--- src/rtl/key_event_tx_if.sv ---
// Byte handshake between key_event_tx (master) and a UART byte sender (slave).
interface key_event_tx_if;
  logic [7:0] tx_data;
  logic       tx_send;
  logic       tx_done;

  modport master (output tx_data, output tx_send, input tx_done);
  modport slave  (input tx_data, input tx_send, output tx_done);
endinterface

--- src/rtl/key_event_tx.sv ---
// Debounces a bank of key lines, scans them round-robin, queues press/release bytes
// and hands them to a UART sender. Define KEY_RELEASE_EVT_EN to also emit release events.
module key_event_tx #(
  parameter int N_KEYS        = 40,
  parameter int STABLE_CYCLES = 16,
  parameter int FIFO_DEPTH    = 8
) (
  input  logic                        clk,
  input  logic                        rst,
  input  logic [N_KEYS-1:0]           key_down,
  key_event_tx_if.master              tx,
  output logic [$clog2(FIFO_DEPTH):0] fifo_level,
  output logic                        ovf
);

  localparam int               PTR_W    = (N_KEYS > 1) ? $clog2(N_KEYS) : 1;
  localparam int               AW       = $clog2(FIFO_DEPTH);
  localparam int               LW       = AW + 1;
  localparam logic [PTR_W-1:0] LAST_KEY = PTR_W'(N_KEYS - 1);
  localparam logic [7:0]       CNT_MAX  = 8'(STABLE_CYCLES - 1);

  localparam logic [1:0] S_IDLE = 2'd0;
  localparam logic [1:0] S_SEND = 2'd1;
  localparam logic [1:0] S_WAIT = 2'd2;

  logic [N_KEYS-1:0] r_raw_q;
  logic [N_KEYS-1:0] r_stable;
  logic [N_KEYS-1:0] r_reported;
  logic [7:0]        r_cnt [N_KEYS];
  logic [PTR_W-1:0]  r_ptr;
  logic [7:0]        r_mem [FIFO_DEPTH];
  logic [AW-1:0]     r_wr_ptr;
  logic [AW-1:0]     r_rd_ptr;
  logic [LW-1:0]     r_level;
  logic              r_ovf;
  logic [1:0]        r_state;
  logic [7:0]        r_tx_data;
  logic              r_tx_send;

  logic       w_changed;
  logic       w_full;
  logic       w_empty;
  logic       w_push;
  logic       w_pop;
  logic       w_defer;
  logic       w_update;
  logic [6:0] w_key_idx;
  logic [7:0] w_event;

  // A counter only runs while the registered raw level disagrees with the debounced one.
  always_ff @(posedge clk) begin
    if (rst) begin
      r_raw_q  <= '0;
      r_stable <= '0;
      for (int i = 0; i < N_KEYS; i++) r_cnt[i] <= '0;
    end else begin
      // NOTE: non-blocking so every flop samples pre-edge values regardless of statement order.
      r_raw_q <= key_down;
      for (int i = 0; i < N_KEYS; i++) begin
        if (r_raw_q[i] == r_stable[i]) begin
          r_cnt[i] <= '0;
        end else if (r_cnt[i] == CNT_MAX) begin
          r_stable[i] <= r_raw_q[i];
          r_cnt[i]    <= '0;
        end else begin
          r_cnt[i] <= r_cnt[i] + 8'd1;
        end
      end
    end
  end

  assign w_changed = r_stable[r_ptr] != r_reported[r_ptr];
  assign w_full    = r_level == LW'(FIFO_DEPTH);
  assign w_empty   = r_level == '0;
  assign w_pop     = (r_state == S_IDLE) && !w_empty;
  assign w_key_idx = 7'(r_ptr);
  assign w_event   = {r_stable[r_ptr], w_key_idx};

  always_comb begin
    // NOTE: defaults first, so no path leaves a signal unassigned and infers a latch.
    w_push   = 1'b0;
    w_defer  = 1'b0;
    w_update = 1'b0;
    if (w_changed) begin
`ifdef KEY_RELEASE_EVT_EN
      if (w_full) begin
        w_defer = 1'b1;
      end else begin
        w_push   = 1'b1;
        w_update = 1'b1;
      end
`else
      if (!r_stable[r_ptr]) begin
        w_update = 1'b1;
      end else if (w_full) begin
        w_defer = 1'b1;
      end else begin
        w_push   = 1'b1;
        w_update = 1'b1;
      end
`endif
    end
  end

  // A deferred event keeps reported != stable, so the next pass retries it.
  always_ff @(posedge clk) begin
    if (rst) begin
      r_ptr      <= '0;
      r_reported <= '0;
      r_ovf      <= 1'b0;
    end else begin
      r_ptr <= (r_ptr == LAST_KEY) ? '0 : r_ptr + PTR_W'(1);
      if (w_update) r_reported[r_ptr] <= r_stable[r_ptr];
      if (w_defer)  r_ovf <= 1'b1;
    end
  end

  // NOTE: storage is not reset; the pointers and level alone define which entries are valid.
  always_ff @(posedge clk) begin
    if (w_push) r_mem[r_wr_ptr] <= w_event;
  end

  always_ff @(posedge clk) begin
    if (rst) begin
      r_wr_ptr <= '0;
      r_rd_ptr <= '0;
      r_level  <= '0;
    end else begin
      if (w_push) r_wr_ptr <= r_wr_ptr + AW'(1);
      if (w_pop)  r_rd_ptr <= r_rd_ptr + AW'(1);
      case ({w_push, w_pop})
        2'b10:   r_level <= r_level + LW'(1);
        2'b01:   r_level <= r_level - LW'(1);
        default: r_level <= r_level;
      endcase
    end
  end

  always_ff @(posedge clk) begin
    if (rst) begin
      r_state   <= S_IDLE;
      r_tx_data <= 8'h00;
      r_tx_send <= 1'b0;
    end else begin
      case (r_state)
        S_IDLE: begin
          if (!w_empty) begin
            r_tx_data <= r_mem[r_rd_ptr];
            r_tx_send <= 1'b1;
            r_state   <= S_SEND;
          end
        end
        S_SEND: begin
          r_tx_send <= 1'b0;
          r_state   <= S_WAIT;
        end
        S_WAIT: begin
          if (tx.tx_done) r_state <= S_IDLE;
        end
        default: begin
          r_tx_send <= 1'b0;
          r_state   <= S_IDLE;
        end
      endcase
    end
  end

  assign tx.tx_data = r_tx_data;
  assign tx.tx_send = r_tx_send;
  assign fifo_level = r_level;
  assign ovf        = r_ovf;

endmodule

--- src/flat_wrapper.sv ---
// flat-port wrapper written by rule: the top's interface ports become plain ports
module key_event_tx_flat 
#(
  parameter int N_KEYS        = 40,
  parameter int STABLE_CYCLES = 16,
  parameter int FIFO_DEPTH    = 8
)
  (clk, rst, key_down, fifo_level, ovf, tx_tx_data, tx_tx_send, tx_tx_done);
  key_event_tx_if tx_i ();
  input  logic clk;
  input  logic rst;
  input  logic [N_KEYS-1:0] key_down;
  output logic [$clog2(FIFO_DEPTH):0] fifo_level;
  output logic ovf;
  output wire logic [$bits(tx_i.tx_data)-1:0] tx_tx_data;
  output wire logic [$bits(tx_i.tx_send)-1:0] tx_tx_send;
  input wire logic [$bits(tx_i.tx_done)-1:0] tx_tx_done;
  assign tx_tx_data = tx_i.tx_data;
  assign tx_tx_send = tx_i.tx_send;
  assign tx_i.tx_done = tx_tx_done;
  key_event_tx #(.N_KEYS(N_KEYS), .STABLE_CYCLES(STABLE_CYCLES), .FIFO_DEPTH(FIFO_DEPTH)) u_core (.clk(clk), .rst(rst), .key_down(key_down), .tx(tx_i), .fifo_level(fifo_level), .ovf(ovf));
endmodule
--- config.mk ---
export PLATFORM = sky130hd
export DESIGN_NAME = key_event_tx_flat
export DESIGN_NICKNAME = d
export VERILOG_FILES = /design/src/rtl/key_event_tx_if.sv /design/src/rtl/key_event_tx.sv /design/src/flat_wrapper.sv
export SDC_FILE = /design/constraint.sdc
export NUM_CORES = 1
export LEC_CHECK = 0
export CORE_MARGIN = 2
export CORE_UTILIZATION = 50
export CTS_BUF_LIST = sky130_fd_sc_hd__clkbuf_16
export DETAILED_ROUTE_END_ITERATION = 6
export MAX_ROUTING_LAYER = met4
export PLACE_DENSITY = 0.68
export SETUP_SLACK_MARGIN = 0.3
export SYNTH_ARGS = -nofsm -noshare
export SYNTH_HDL_FRONTEND = slang
export SYNTH_SLANG_ARGS = --single-unit
--- constraint.sdc ---
create_clock -name clk -period 3.35 [get_ports clk]
set_input_delay 0.67 -clock clk [delete_from_list [all_inputs] [get_ports clk]]
set_output_delay 0.67 -clock clk [all_outputs]
set_load 0.005 [all_outputs]
==> reports/metrics.yaml, run 1 <==
synth_area_leaders: "edfxtp_1 (46%), dfxtp_1 (12%), nor2_1 (7.2%)"
fin_util_pct: 59.8
cts_root_buf: "clkbuf_16"
cts_tree: "built"
synth.most_common_cell: "nor2_1"
yosys.area_share.simple_pct: 18.3
switching_share_pct: 23.9
cts_max_level: 2
grt_pass1_vias: 16500
hold_violations: 0
synth.top_cell.area_share_pct: 46.0
cpLargestDelayFamily: "compound AO/OA/AOI/OAI gates"
slew_violations: 0
fillCellCount: 3996
cp_slowest_cell: "dfxtp_4"
die-area_sq_um: 50900
io_pins: 57
muxShareOfSynthArea_pct: 4.61
cp.arrival_ns: 3.73
die_y_um: 226
synth_edf_count: 376
p_per_area_nw_per_um2: 507
ys_types: 61
status: "completed"
seq_area_sq_um: 14200
max_stage_delay_ns: 0.37
multi_input_area_sq_um: 11000
core-area_sq_um: 48600
vias_per_cell: 5.04
use_met3_pct: 3.38
cp.depth: 16
vias: 16400
grt_use_met1_pct: 24.9
rows: 81
critical_path_class: "flop to flop"
worst_pin_slew_ns: 0.949
io_buffers: 55
skew_ns: 0.0204
dp_hpwl_mm: 33.3
avgRoutedWirePerCell_um: 14.4
overflow: 0
drc: 0
crit_required_ns: 3.87
synthXorXnorAreaFrac_pct: 10.3
ys_seq_area_share_pct: 58.0
crit_path_max_fanout: 5
die_w_um: 226
max_cap_viol_count: 0
synthAdderAreaFrac_pct: 2.35
synth-main-ff-cell: "edfxtp_1"
comb_power_share_pct: 10.2
synth_compound_area_share_pct: 3.76
grt_util_met2_pct: 32.8
yosys_register_bits: 523
antenna_found_initial: 0
synth_top_area_cell: "edfxtp_1"
vdd_drop_max_v: 0.000359
grt_pass1_wl_mm: 79.1
p_sw_w: 0.00353
endpoint_kind: "flop"
min_period_ns: 3.21
synth_top_family_by_area: "simple AND/OR/NAND/NOR gates"
grt_busiest_layer: "met2"
gp_congestion: 0.901
setup_viol: 0
placed_area_sq_um: 27200
synth_cells: 2174
min_path_type: "flop to flop"
final_area_sq_um: 29100
grt_util_all_layers_pct: 19.7
grt_max_degree: 56
drive_gt1_share_pct: 8.53
yosysWarnings: 0
syn_to_final_growth_pct: 18.6
clkTransAtPathRegs_ns: 0.07
cts_buffers: 54
fin_nets: 2669
p_leak_nw: 10.7
initial_utilization_pct: 50.4
p_seq_share_pct: 51.2
setup_tns_ns: 0
crit_path_start_kind: "flop"
insertion_delay_ns: 0.60
cts.sinks: 523
ys_async_sr_fraction_pct: 0
cts.path.max_buffers: 3
synthTopCellsByCount: "nor2_1 (471), edfxtp_1 (376), xnor2_1 (150)"
slew_headroom_pct: 36.3
path_buf_inv: 3
first_pass_iters: 5
netlist_area_sq_um: 24500
drtAntennaViolNets: 0
clock_power_share_pct: 38.6
worstPathCellList: "buf_8, buf_6, and2b_4, a221o_1, a221o_1, a31oi_2, a21o_1, nor2_4, inv_2, ha_4, xor2_1, ha_2, a21oi_2, xor2_1, or3_1, a21oi_2"
drt_iter0_drc: 913
syn_area_per_cell_sq_um: 11.3
worst-r2r-cell-count: 16
rsz0062_at_grt: "true"
timing.final.crit_share_pct: 95.8
intPower_w: 0.0112
holdPathStages: 2
timing.fmax_ghz: 0.312
routed_wl_mm: 46.8
insertedDiodeCount: 0
[cell type report]
| class | count | share of cell area (%) |
|---|---|---|
| flip-flops and latches | 523 | 49.0 |
| multi-input cells | 1820 | 37.8 |
| clock buffers | 56 | 4.82 |
| repair buffers | 132 | 4.17 |
| well taps | 622 | 2.67 |
| clock inverters | 45 | 0.946 |
| inverters | 49 | 0.632 |
[kinds of logic (layout without fill, tap and decap cells)]
logic type                 Yosys count  count (layout)
buffers and inverters              150             282
and+or+nand+nor                    954             954
AOI/OAI and AO/OA                  124             124
adders and majority gates           46              46
muxes                               86              86
DFF                                523             523
other                                2             321
xor gates and xnor gates           289             289
[power by group through the flow]
stage | clock network, W | logic [W] | registers (W)
after global placement | 0 | 0.00142 | 0.00768
after CTS | 0.00585 | 0.00148 | 0.00756
after floorplan | 0 | 0.00107 | 0.00757
after detailed placement | 0 | 0.00144 | 0.00770
final | 0.00570 | 0.00151 | 0.00756
after global routing | 0.00609 | 0.00169 | 0.00761
[state kept, by name, summed over array words and instances (netlist names), 2 cells and up]
signal,cells
u_core.fifo_level,4
u_core.r_cnt,320
u_core.r_mem,56
u_core.r_ptr,6
u_core.r_raw_q,40
u_core.r_rd_ptr,3
u_core.r_reported,40
u_core.r_stable,40
u_core.r_state,2
u_core.r_wr_ptr,3
u_core.tx.tx_data,7
[through the flow]
step / total power [W] / std cells / hold WS [ns] / worst slack, ns
after global routing: 0.0154 / 3247 / 0.483 / -0.0334
final: 0.0148 / 3247 / 0.476 / 0.140
after global placement: 0.00909 / 3135 / 0.458 / 0.00300
after CTS: 0.0149 / 3243 / 0.472 / 0.142
after detailed placement: 0.00915 / 3135 / 0.462 / -0.0758
after floorplan: 0.00864 / 2493 / 0.425 / -0.0192
[final timing paths]
kind | from | end | slack [ns]
max | u_core.r_ptr[0] | u_core.fifo_level[2] | 0.14
min | u_core.r_reported[7] | u_core.r_reported[7] | 0.48
max reg2reg | u_core.r_ptr[0] | u_core.fifo_level[2] | 0.14
min reg2reg | u_core.r_reported[7] | u_core.r_reported[7] | 0.48
[what timing repair did]
| item | in CTS | in global routing |
|---|---|---|
| resized for setup | 13 | 9 |
| hold buffers | 0 | 0 |
| pin swaps | 6 | 4 |
| setup endpoints to repair | 82 | 74 |
| gates cloned | 0 | 0 |
| setup buffers | 7 | 4 |
[worst register-to-register path, delay by kind of cell (launching register included)]
family | cells | cell delay [ns]
AOI/OAI and AO/OA | 6 | 1.25
and+or+nand+nor | 3 | 0.56
DFF | 1 | 0.37
xor gates and xnor gates | 2 | 0.32
buffers and inverters | 3 | 0.31
adders and majority gates | 2 | 0.33
[routing by layer]
| layer | vias to the layer above | wire [um] |
|---|---|---|
| met5 | - | 0 |
| met4 | 0 | 1150 |
| met3 | 93 | 2120 |
| met2 | 307 | 22500 |
| met1 | 7792 | 21000 |
| li1 | 8189 | - |
[cells in the final DEF, fill, tap and decap left out, types with 6 or more instances in the layout]
cell and count:
clkbuf_16 56, mux4_2 21, nor3_1 39, o21ai_0 6, xnor2_1 150, a211oi_1 32, or3_1 42, a32o_1 6
nand3_1 118, and4_1 8, or4_1 49, ha_1 43, clkdlybuf4s50_1 54, nor2_1 470, buf_4 67, edfxtp_1 376
conb_1 321, a21oi_1 7, a31oi_1 24, xor2_1 139, nor2b_1 48, nand4_1 11, or2_2 9, clkinv_1 11
inv_1 62, and3_1 44, and2_1 8, dfxtp_1 143, nand2_1 83, clkinv_2 10, mux2i_1 58
Note: power is estimated with default switching activity, not from simulation.
==> run 2, diff against run 1 <==
--- a/config.mk
+++ b/config.mk
@@ -5,6 +5,7 @@
 export SDC_FILE = /design/constraint.sdc
 export NUM_CORES = 1
 export LEC_CHECK = 0
+export ABC_CLOCK_PERIOD_IN_PS = 3350
 export CORE_MARGIN = 2
 export CORE_UTILIZATION = 50
 export CTS_BUF_LIST = sky130_fd_sc_hd__clkbuf_16
==> results of run 2 <==
Same layout as run 1: the final DEF is identical, and so are final timing and power.
==> run 3, diff against run 2 <==
--- a/config.mk
+++ b/config.mk
@@ -7,11 +7,11 @@
 export LEC_CHECK = 0
 export ABC_CLOCK_PERIOD_IN_PS = 3350
 export CORE_MARGIN = 2
-export CORE_UTILIZATION = 50
+export CORE_UTILIZATION = 42
 export CTS_BUF_LIST = sky130_fd_sc_hd__clkbuf_16
 export DETAILED_ROUTE_END_ITERATION = 6
 export MAX_ROUTING_LAYER = met4
-export PLACE_DENSITY = 0.68
+export PLACE_DENSITY = 0.59
 export SETUP_SLACK_MARGIN = 0.3
 export SYNTH_ARGS = -nofsm -noshare
 export SYNTH_HDL_FRONTEND = slang
==> reports/metrics.yaml, run 3 (synthesis results as in run 1) <==
status: "completed"
drc: 0  # unchanged
total_power_w: 0.0154  # +4.2%
p_sw_w: 0.00362  # +2.4%
cts_buffers: 58  # +7.4%
crit_path_max_fanout: 6  # +1
initial_utilization_pct: 42.5  # -7.9 points
core-area_sq_um: 57700  # +19%
cts_max_level: 2  # unchanged
p_leak_nw: 10.8  # +1.1%
gp_congestion: 0.899  # -0.16%
grt_pass1_wl_mm: 78.3  # -0.93%
rsz0062_at_grt: "true"
max_cap_viol_count: 0  # unchanged
slew_violations: 0  # unchanged
cts.sinks: 523  # unchanged
fin_util_pct: 51.3  # -8.6 points
cp.depth: 16  # unchanged
grt_max_degree: 69  # +23%
worst-r2r-cell-count: 16  # unchanged
p_seq_share_pct: 49.1  # -2.1 points
overflow: 0  # unchanged
grt_pass1_vias: 16000  # -2.9%
final_area_sq_um: 29600  # +1.6%
clock_power_share_pct: 40.8  # +2.2 points
p_per_area_nw_per_um2: 520  # +2.6%
vdd_drop_max_v: 0.000403  # +12%
intPower_w: 0.0118  # +4.8%
vias: 16200  # -0.82%
cts_root_buf: "clkbuf_16"
dp_hpwl_mm: 33.3  # about the same
crit_path_start_kind: "flop"
cts_tree: "built"
critical_path_class: "flop to flop"
timing.final.crit_share_pct: 95.3  # -0.55 points
crit_required_ns: 3.89  # +0.02 ns
min_period_ns: 3.19  # -0.0184 ns
reg_top3: "u_core.r_cnt: 320 flops, u_core.r_mem: 56 flops"
antenna_found_initial: 1  # +1
avgRoutedWirePerCell_um: 13.9  # -3.7%
holdPathStages: 2  # unchanged
insertion_delay_ns: 0.61  # about the same
comb_power_share_pct: 10.0  # -0.2 points
routed_wl_mm: 47.1  # +0.68%
largest_reg_flops: 320  # unchanged
drt_iter0_drc: 940  # +3.0%
path_buf_inv: 3  # unchanged
skew_ns: 0.0240  # +0.00354 ns
rows: 88  # +8.6%
hold_violations: 0  # unchanged
clkTransAtPathRegs_ns: 0.06  # about the same
final_common_cell: "nor2_1"
io_pins: 57  # unchanged
die_w_um: 246  # +8.9%
layout_common_cells: "nor2_1 (470), edfxtp_1 (376), conb_1 (321)"
crit_path_frequent_cell: "buf_6"
switching_share_pct: 23.5  # -0.42 points
timing.fmax_ghz: 0.313  # +0.58%
first_pass_iters: 5  # unchanged
largest_register: "u_core.r_cnt"
slew_headroom_pct: 17.3  # -19 points
vias_per_cell: 4.79  # -5.1%
io_buffers: 55  # unchanged
cp_slowest_cell: "or4_4"
drtAntennaViolNets: 0  # unchanged
syn_to_final_growth_pct: 20.5
worstPathCellList: "buf_6, buf_6, and2b_4, a221oi_2, o22ai_1, and2_4, or4_4, nor2_4, inv_2, ha_4, xor2_2, ha_2, a21oi_2, xor2_1, or3_1, a21oi_1"
placed_area_sq_um: 27400  # +0.45%
min_path_type: "input pin to flop"
grt_util_all_layers_pct: 16.4  # -3.4 points
fin_nets: 2668  # -0.037%
setup_viol: 0  # unchanged
drive_gt1_share_pct: 8.71  # +0.18 points
cts_hold_buf: 0  # unchanged
die-area_sq_um: 60400  # +19%
cpLargestDelayFamily: "simple AND/OR/NAND/NOR gates"
cts.path.max_buffers: 3  # unchanged
whs_ns: 0.411  # -0.0647 ns
worst_pin_slew_ns: 1.23  # +0.283 ns
endpoint_kind: "flop"
die_y_um: 246  # +8.9%
max_stage_delay_ns: 0.44  # +0.07 ns
setup_tns_ns: 0  # unchanged
cp.arrival_ns: 3.73  # about the same
==> run 3: changes by cell type in the layout (fill, tap and decap cells not counted), sizes merged, moves of 2 or more <==
cell	previous run	this run
buf	78	73
bufinv	3	6
clkbuf	56	62
clkinv	21	19
==> run 3: cell type report <==
type | instances | area [sq um]
Fill cell | 5184 | 28100
Sequential cell | 523 | 14200
Multi-Input combinational cell | 1820 | 11100
Clock buffer | 62 | 1550
Timing Repair Buffer | 127 | 1200
Tap cell | 765 | 957
Clock inverter | 48 | 359
Inverter | 49 | 184
Antenna cell | 1 | 2.50
==> run 3: power groups by stage <==
stage / clock [W] / sequential (W) / combinational (W)
floorplan: 0 / 0.00757 / 0.00107
global placement: 0 / 0.00769 / 0.00140
detailed placement: 0 / 0.00771 / 0.00142
CTS: 0.00648 / 0.00757 / 0.00147
global route: 0.00672 / 0.00761 / 0.00173
finish: 0.00628 / 0.00756 / 0.00154
==> run 3: worst paths after layout <==
check,from,end,slack [ns]
setup / recovery,u_core.r_ptr[0],u_core.fifo_level[2],0.16
hold / removal,rst,u_core.r_stable[33],0.41
hold reg to reg,u_core.r_reported[29],u_core.r_reported[29],0.47
setup reg to reg,u_core.r_ptr[0],u_core.fifo_level[2],0.16
==> run 3: per-stage QoR <==
stage	setup WS (ns)	std cells
CTS	0.140	3388
detailed placement	-0.0239	3272
global route	0.0459	3395
global placement	0.00247	3272
finish	0.159	3395
floorplan	-0.0192	2493
==> run 3: layer usage <==
layer / track usage (%) / wire length (um) / vias up / part of all wire, %
li1: - / - / 8195 / -
met1: 20.9 / 21700 / 7721 / 46
met2: 26.7 / 22200 / 241 / 47
met3: 2.51 / 1910 / 90 / 4.0
met4: 5.38 / 1290 / 0 / 2.7
met5: - / 0 / - / 0
==> run 3: what timing repair did <==
action,CTS,global route
gates cloned,0,0
setup endpoints to repair,53,78
buffers inserted,6,6
gates resized for setup,8,33
pin swaps,7,18
==> RTL change 1: new RTL, flow settings as in run 2 <==
Build with the macro `KEY_RELEASE_EVT_EN` defined.
--- a/src/rtl/key_event_tx.sv
+++ b/src/rtl/key_event_tx.sv
@@ -1,5 +1,7 @@
 // Debounces a bank of key lines, scans them round-robin, queues press/release bytes
 // and hands them to a UART sender. Define KEY_RELEASE_EVT_EN to also emit release events.
+`define KEY_RELEASE_EVT_EN
+
 module key_event_tx #(
   parameter int N_KEYS        = 40,
   parameter int STABLE_CYCLES = 16,
Function: not settled (the Yosys comparison gave no result); the edit may change what the design does.
==> RTL change 1 against run 2 <==
Power grew 3.7%. Area after synthesis grew 0.65%. Design area grew 0.27%. Wire length shrank 1.6%. Synthesized cell count grew 2.3%. Sequential cell count is the same. Global-route usage shrank 0.73 points. Setup slack lost 7.5 ps. Critical path type unchanged. Utilization shrank 0.087 points. Fmax shrank 0.23%.
==> RTL change 1: results (changes against run 2) <==
| Metric | Value |
|---|---|
| Status | `complete, no violations (unchanged)` |
| Post-DP HPWL | `32.38 mm (was 33.28 mm)` |
| Synth top area cells | `edfxtp_1, dfxtp_1, nor2_1 (unchanged)` |
| GRT Overall Usage | `0.1902 (was 0.1975)` |
| Top delay family on crit path | `simple AND/OR/NAND/NOR gates (was compound AO/OA/AOI/OAI gates)` |
| Buffers excl. clock | `99 (was 132)` |
| Slowest CP cell | `dfxtp_4 (unchanged)` |
| Clock transition at path regs | `60 ps` |
| Filler cells | `4160 (was 3996)` |
| Setup Buffers After CTS | `4 (was 7)` |
| Via count | `16408 (was 16381)` |
| Share of cells above drive strength 1 | `0.07089 (was 0.08533)` |
| Layout overhead on the synthesized area | `18.14% (was 18.59%)` |
| Layout clock area frac | `0.06058 (was 0.05761)` |
| TritonCTS buffer count | `55 (was 54)` |
| Compound-Gate Fraction of Synth Area | `0.04047 (was 0.03758)` |
| Final setup skew | `12.79 ps (was 20.42 ps)` |
| Largest net degree at the start of global routing | `48 (was 56)` |
| Mux contribution to synthesized area | `0.04746 (was 0.04614)` |
| Largest family of logic cells by synthesized area | `simple AND/OR/NAND/NOR gates (unchanged)` |
| Sequential group power | `7630 uW (was 7560 uW)` |
| Pint | `11610 uW (was 11220 uW)` |
| Per-cell routed wire length | `13.88 um (was 14.41 um)` |
| Peak VDD IR | `0.0004529 V (was 0.0003588 V)` |
| Multi-input gates | `1874 (was 1820)` |
| WP data arrival | `3740 ps (was 3730 ps)` |
| Antenna diode count | `0 (unchanged)` |
| Gate power share | `0.115 (was 0.102)` |
| Register area share after synthesis | `0.5763 (was 0.5800)` |
| Relative slew slack | `0.3708 (was 0.3626)` |
| Worst stage delay on the critical path | `410 ps (was 370 ps)` |
| Synth top cells by count | `nor2_1, edfxtp_1, dfxtp_1 (was nor2_1, edfxtp_1, xnor2_1)` |
| First-pass GRT wire length | `76.84 mm (was 79.07 mm)` |
| Multi-input combinational area share | `0.3820 (was 0.3781)` |
| Initial antenna violation count | `0 (unchanged)` |
| GPL Wtd Cong | `0.8814 (was 0.9007)` |
| Seq area share | `0.4881 (was 0.4895)` |
| Final nets | `2695 (was 2669)` |
| Post-Synth XOR/XNOR Area | `0.1032 (was 0.1031)` |
| Non-clk buf share | `0.03404 (was 0.04175)` |
| Worst hold path type | `primary input to flop (was flop to flop)` |
| LEAKAGE | `0.01064 uW (was 0.01065 uW)` |
| Top reg by flops | `u_core.r_cnt (unchanged)` |
| Synth Area in Adders | `0.02330 (was 0.02345)` |
| Clkbuf count | `59 (was 56)` |
| Resized cells post-CTS | `8 (was 13)` |
| YS warnings | `0 (unchanged)` |
| Starting DRT DRC Count | `955 (was 913)` |
| Inverters | `53 (was 49)` |
RTL change 1: cell types whose count changed after synthesis, moves of 8 or more:
cell and delta:
nand2b_1 +9, nor3_1 -34, a21oi_1 +21, a2111oi_1 +37
a31oi_1 -8, mux2i_1 +13, or4_1 -10, a211oi_1 -25
nor2_1 +74
RTL change 1: through the flow:
step	total power (uW)	cells	area [um^2]	worst slack, ps
floorplan	8855	2543	25930	171.9
global placement	9338	3205	27190	84.63
detailed placement	9402	3205	27190	38.23
CTS	15420	3313	29060	111.9
global route	15980	3316	29180	16.48
finish	15310	3316	29180	132.7
RTL change 1: per-layer routing:
metal  up-vias  wire length [um]  part of all wire  global-route usage
met5         -                 0                 0                   -
met4         0              1213             0.026             0.05879
met3        93              2739             0.060             0.04328
met2       311             21670              0.47              0.3100
met1      7743             20390              0.44              0.2367
li1       8261                 -                 -                   -
RTL change 1: worst register-to-register path: stages (launching register included):
cell and delay (ps):
dfxtp_4 410, buf_12 130, mux2_4 290, a221o_1 300, a22oi_2 130, nand2b_4 140
and4b_4 260, mux2i_4 290, inv_2 90, ha_4 170, xor2_2 130, ha_2 190
a21oi_2 110, xor2_1 80, or3_1 300, a21oi_1 120
RTL change 1: final timing paths:
kind | start | cells after the start | slack, ps | endpoint
worst max-delay path | u_core.r_ptr[1]$_SDFF_PP0_ | 15 | 130 | u_core.fifo_level[2]$_SDFFE_PP0P_
worst min-delay path | rst | 2 | 430 | u_core.r_stable[20]$_SDFFE_PP0P_
worst max register to register | u_core.r_ptr[1]$_SDFF_PP0_ | 15 | 130 | u_core.fifo_level[2]$_SDFFE_PP0P_
worst min register to register | u_core.ovf$_SDFFE_PP0P_ | 2 | 470 | u_core.ovf$_SDFFE_PP0P_
==> RTL change 2: new RTL, config.mk and constraints of run 2 <==
Without the edit above. Reset style: asynchronous (`rst`), changed in 4 clocked blocks.
--- a/src/rtl/key_event_tx.sv
+++ b/src/rtl/key_event_tx.sv
@@ -48,7 +48,7 @@
   logic [7:0] w_event;
 
   // A counter only runs while the registered raw level disagrees with the debounced one.
-  always_ff @(posedge clk) begin
+  always_ff @(posedge clk or posedge rst) begin
     if (rst) begin
       r_raw_q  <= '0;
       r_stable <= '0;
@@ -103,7 +103,7 @@
   end
 
   // A deferred event keeps reported != stable, so the next pass retries it.
-  always_ff @(posedge clk) begin
+  always_ff @(posedge clk or posedge rst) begin
     if (rst) begin
       r_ptr      <= '0;
       r_reported <= '0;
@@ -120,7 +120,7 @@
     if (w_push) r_mem[r_wr_ptr] <= w_event;
   end
 
-  always_ff @(posedge clk) begin
+  always_ff @(posedge clk or posedge rst) begin
     if (rst) begin
       r_wr_ptr <= '0;
       r_rd_ptr <= '0;
@@ -136,7 +136,7 @@
     end
   end
 
-  always_ff @(posedge clk) begin
+  always_ff @(posedge clk or posedge rst) begin
     if (rst) begin
       r_state   <= S_IDLE;
       r_tx_data <= 8'h00;
Function: same outputs for any inputs over 4 cycles, from zero or initial values and one cycle with rst high; that may be too few to reach the edited logic, so the function may still have changed.
==> RTL change 2 against run 2 <==
Sequential share of layout area is 1.4 points higher. Count of clock-buffer cells in the layout is the same. Power decreased by 5.8%. Design area fell by 8.8%. First-iteration DRC count grew 8.4%. Wire length down 9.0%. Setup slack better by 120 ps. Area after synthesis shrank 6.3%. Fmax grew 3.8%. Clock skew is 2.9 ps higher. Sequential cell count did not move.
==> RTL change 2: results (changes against run 2) <==
| Metric | Value |
|---|---|
| Status | `complete, no violations (unchanged)` |
| Yosys cell types | `60 (was 61)` |
| Worst stage delay on the critical path | `520 ps (was 370 ps)` |
| WP data arrival | `3570 ps (was 3730 ps)` |
| TritonCTS buffer count | `55 (was 54)` |
| GPL Wtd Cong | `0.8593 (was 0.9007)` |
| Synth top area cells | `dfrtp_1, xor2_1, edfxtp_1 (was edfxtp_1, dfxtp_1, nor2_1)` |
| GRT Overall Usage | `0.1937 (was 0.1975)` |
| Synth Flop Type | `dfrtp_1 (was edfxtp_1)` |
| Synth Area in Adders | `0.02503 (was 0.02345)` |
| Cell count after synthesis | `1980 (was 2174)` |
| EDFF count, synth | `56 (was 376)` |
| WHS | `383.3 ps (was 476.0 ps)` |
| Post-Synth XOR/XNOR Area | `0.1265 (was 0.1031)` |
| Peak VDD IR | `0.0004675 V (was 0.0003588 V)` |
| Largest net degree at the start of global routing | `109 (was 56)` |
| LEAKAGE | `0.01187 uW (was 0.01065 uW)` |
| R2R Setup Slk | `260 ps (was 140 ps)` |
| Detail-routed via count per cell | `5.273 (was 5.045)` |
| Per-cell routed wire length | `15.41 um (was 14.41 um)` |
| Final setup skew | `23.35 ps (was 20.42 ps)` |
| Register area share after synthesis | `0.5813 (was 0.5800)` |
| First-pass GRT wire length | `73.39 mm (was 79.07 mm)` |
| Compound-Gate Fraction of Synth Area | `0.03874 (was 0.03758)` |
| Synth top cells by count | `dfrtp_1, nor2_1, xor2_1 (was nor2_1, edfxtp_1, xnor2_1)` |
| Least-Margin Pin Slew | `946.9 ps (was 948.9 ps)` |
| Starting DRT DRC Count | `990 (was 913)` |
| Mux contribution to synthesized area | `0.05082 (was 0.04614)` |
| Worst hold path type | `primary input to async pin (was flop to flop)` |
| Final nets | `2207 (was 2669)` |
| Slowest CP cell | `dfrtp_4 (was dfxtp_4)` |
| Async S/R FF share, synth | `0.8929 (was 0)` |
| Post-DP HPWL | `29.09 mm (was 33.28 mm)` |
-- RTL change 2: changes by cell type in the layout (fill, tap and decap cells not counted), sizes merged, moves of 44 or more --
cell           run 2  this run
conb             321         1
dfrtp              0       467
dfxtp            147         0
edfxtp           376        56
inv               70        21
nand2             84       151
nor2             472       295
o21ai              6        50
or4               50         0
xor2             139       193
-- RTL change 2: per-stage QoR --
step	utilization	area (um^2)	std cells	setup slack, ps
floorplan	-	23040	1980	-3643
global placement	0.5407	24540	2641	217.3
detailed placement	0.5407	24540	2641	92.99
CTS	0.5818	26400	2752	273.9
global route	0.5849	26540	2762	91.29
finish	0.5849	26540	2762	258.9
-- RTL change 2: layout make-up --
type | count | share of cell area
clock inverter | 45 | 0.01075
timing repair buffer | 120 | 0.04554
multi-input combinational | 1405 | 0.3568
tap | 600 | 0.02828
clock buffer | 56 | 0.05280
sequential | 523 | 0.5039
inverter | 13 | 0.001980
-- RTL change 2: per-layer routing --
layer  GRT usage  share of wire  vias to the layer above  wire (um)
li1            -              -                     7058          -
met1      0.2555           0.46                     7166      19390
met2      0.3054           0.47                      250      20090
met3     0.03159          0.044                       91       1871
met4     0.06780          0.028                        0       1213
met5           -              0                        -          0
-- RTL change 2: cell families (layout without fill, tap and decap cells) --
group / after synthesis / after routing
flops: 523 / 523
other cells: 1 / 1
mux: 88 / 88
xor+xnor: 332 / 332
buf+inv: 52 / 234
compound gates: 133 / 133
fa+ha+maj: 46 / 46
simple gates: 805 / 805
-- RTL change 2: timing repair --
action,4_1_cts,5_1_grt
gates cloned,1,0
hold buffers,0,0
setup buffers,9,10
gates resized for setup,15,9
setup endpoints to repair,45,59
pin swaps,1,11
-- RTL change 2: worst paths after layout --
| check | from | cells past startpoint | to |
|---|---|---|---|
| max in group asynchronous | rst | 3 | u_core.r_ptr[0]$_DFF_PP0_ |
| setup reg to reg | u_core.r_ptr[0]$_DFF_PP0_ | 14 | u_core.fifo_level[2]$_DFFE_PP0P_ |
| setup / recovery | u_core.r_ptr[0]$_DFF_PP0_ | 14 | u_core.fifo_level[2]$_DFFE_PP0P_ |
| hold reg to reg | u_core.r_cnt[184]$_DFF_PP0_ | 1 | u_core.r_cnt[184]$_DFF_PP0_ |
| hold / removal | rst | 2 | u_core.r_cnt[246]$_DFF_PP0_ |
| min in group clk | u_core.r_cnt[184]$_DFF_PP0_ | 1 | u_core.r_cnt[184]$_DFF_PP0_ |
-- RTL change 2: power groups by stage --
stage               clock network [uW]  logic [uW]  registers, uW
global placement                     0        1170           7090
detailed placement                   0        1200           7100
finish                            5700        1210           6990
CTS                               5870        1230           6990
global route                      6150        1380           7030
floorplan                            0         886           6950
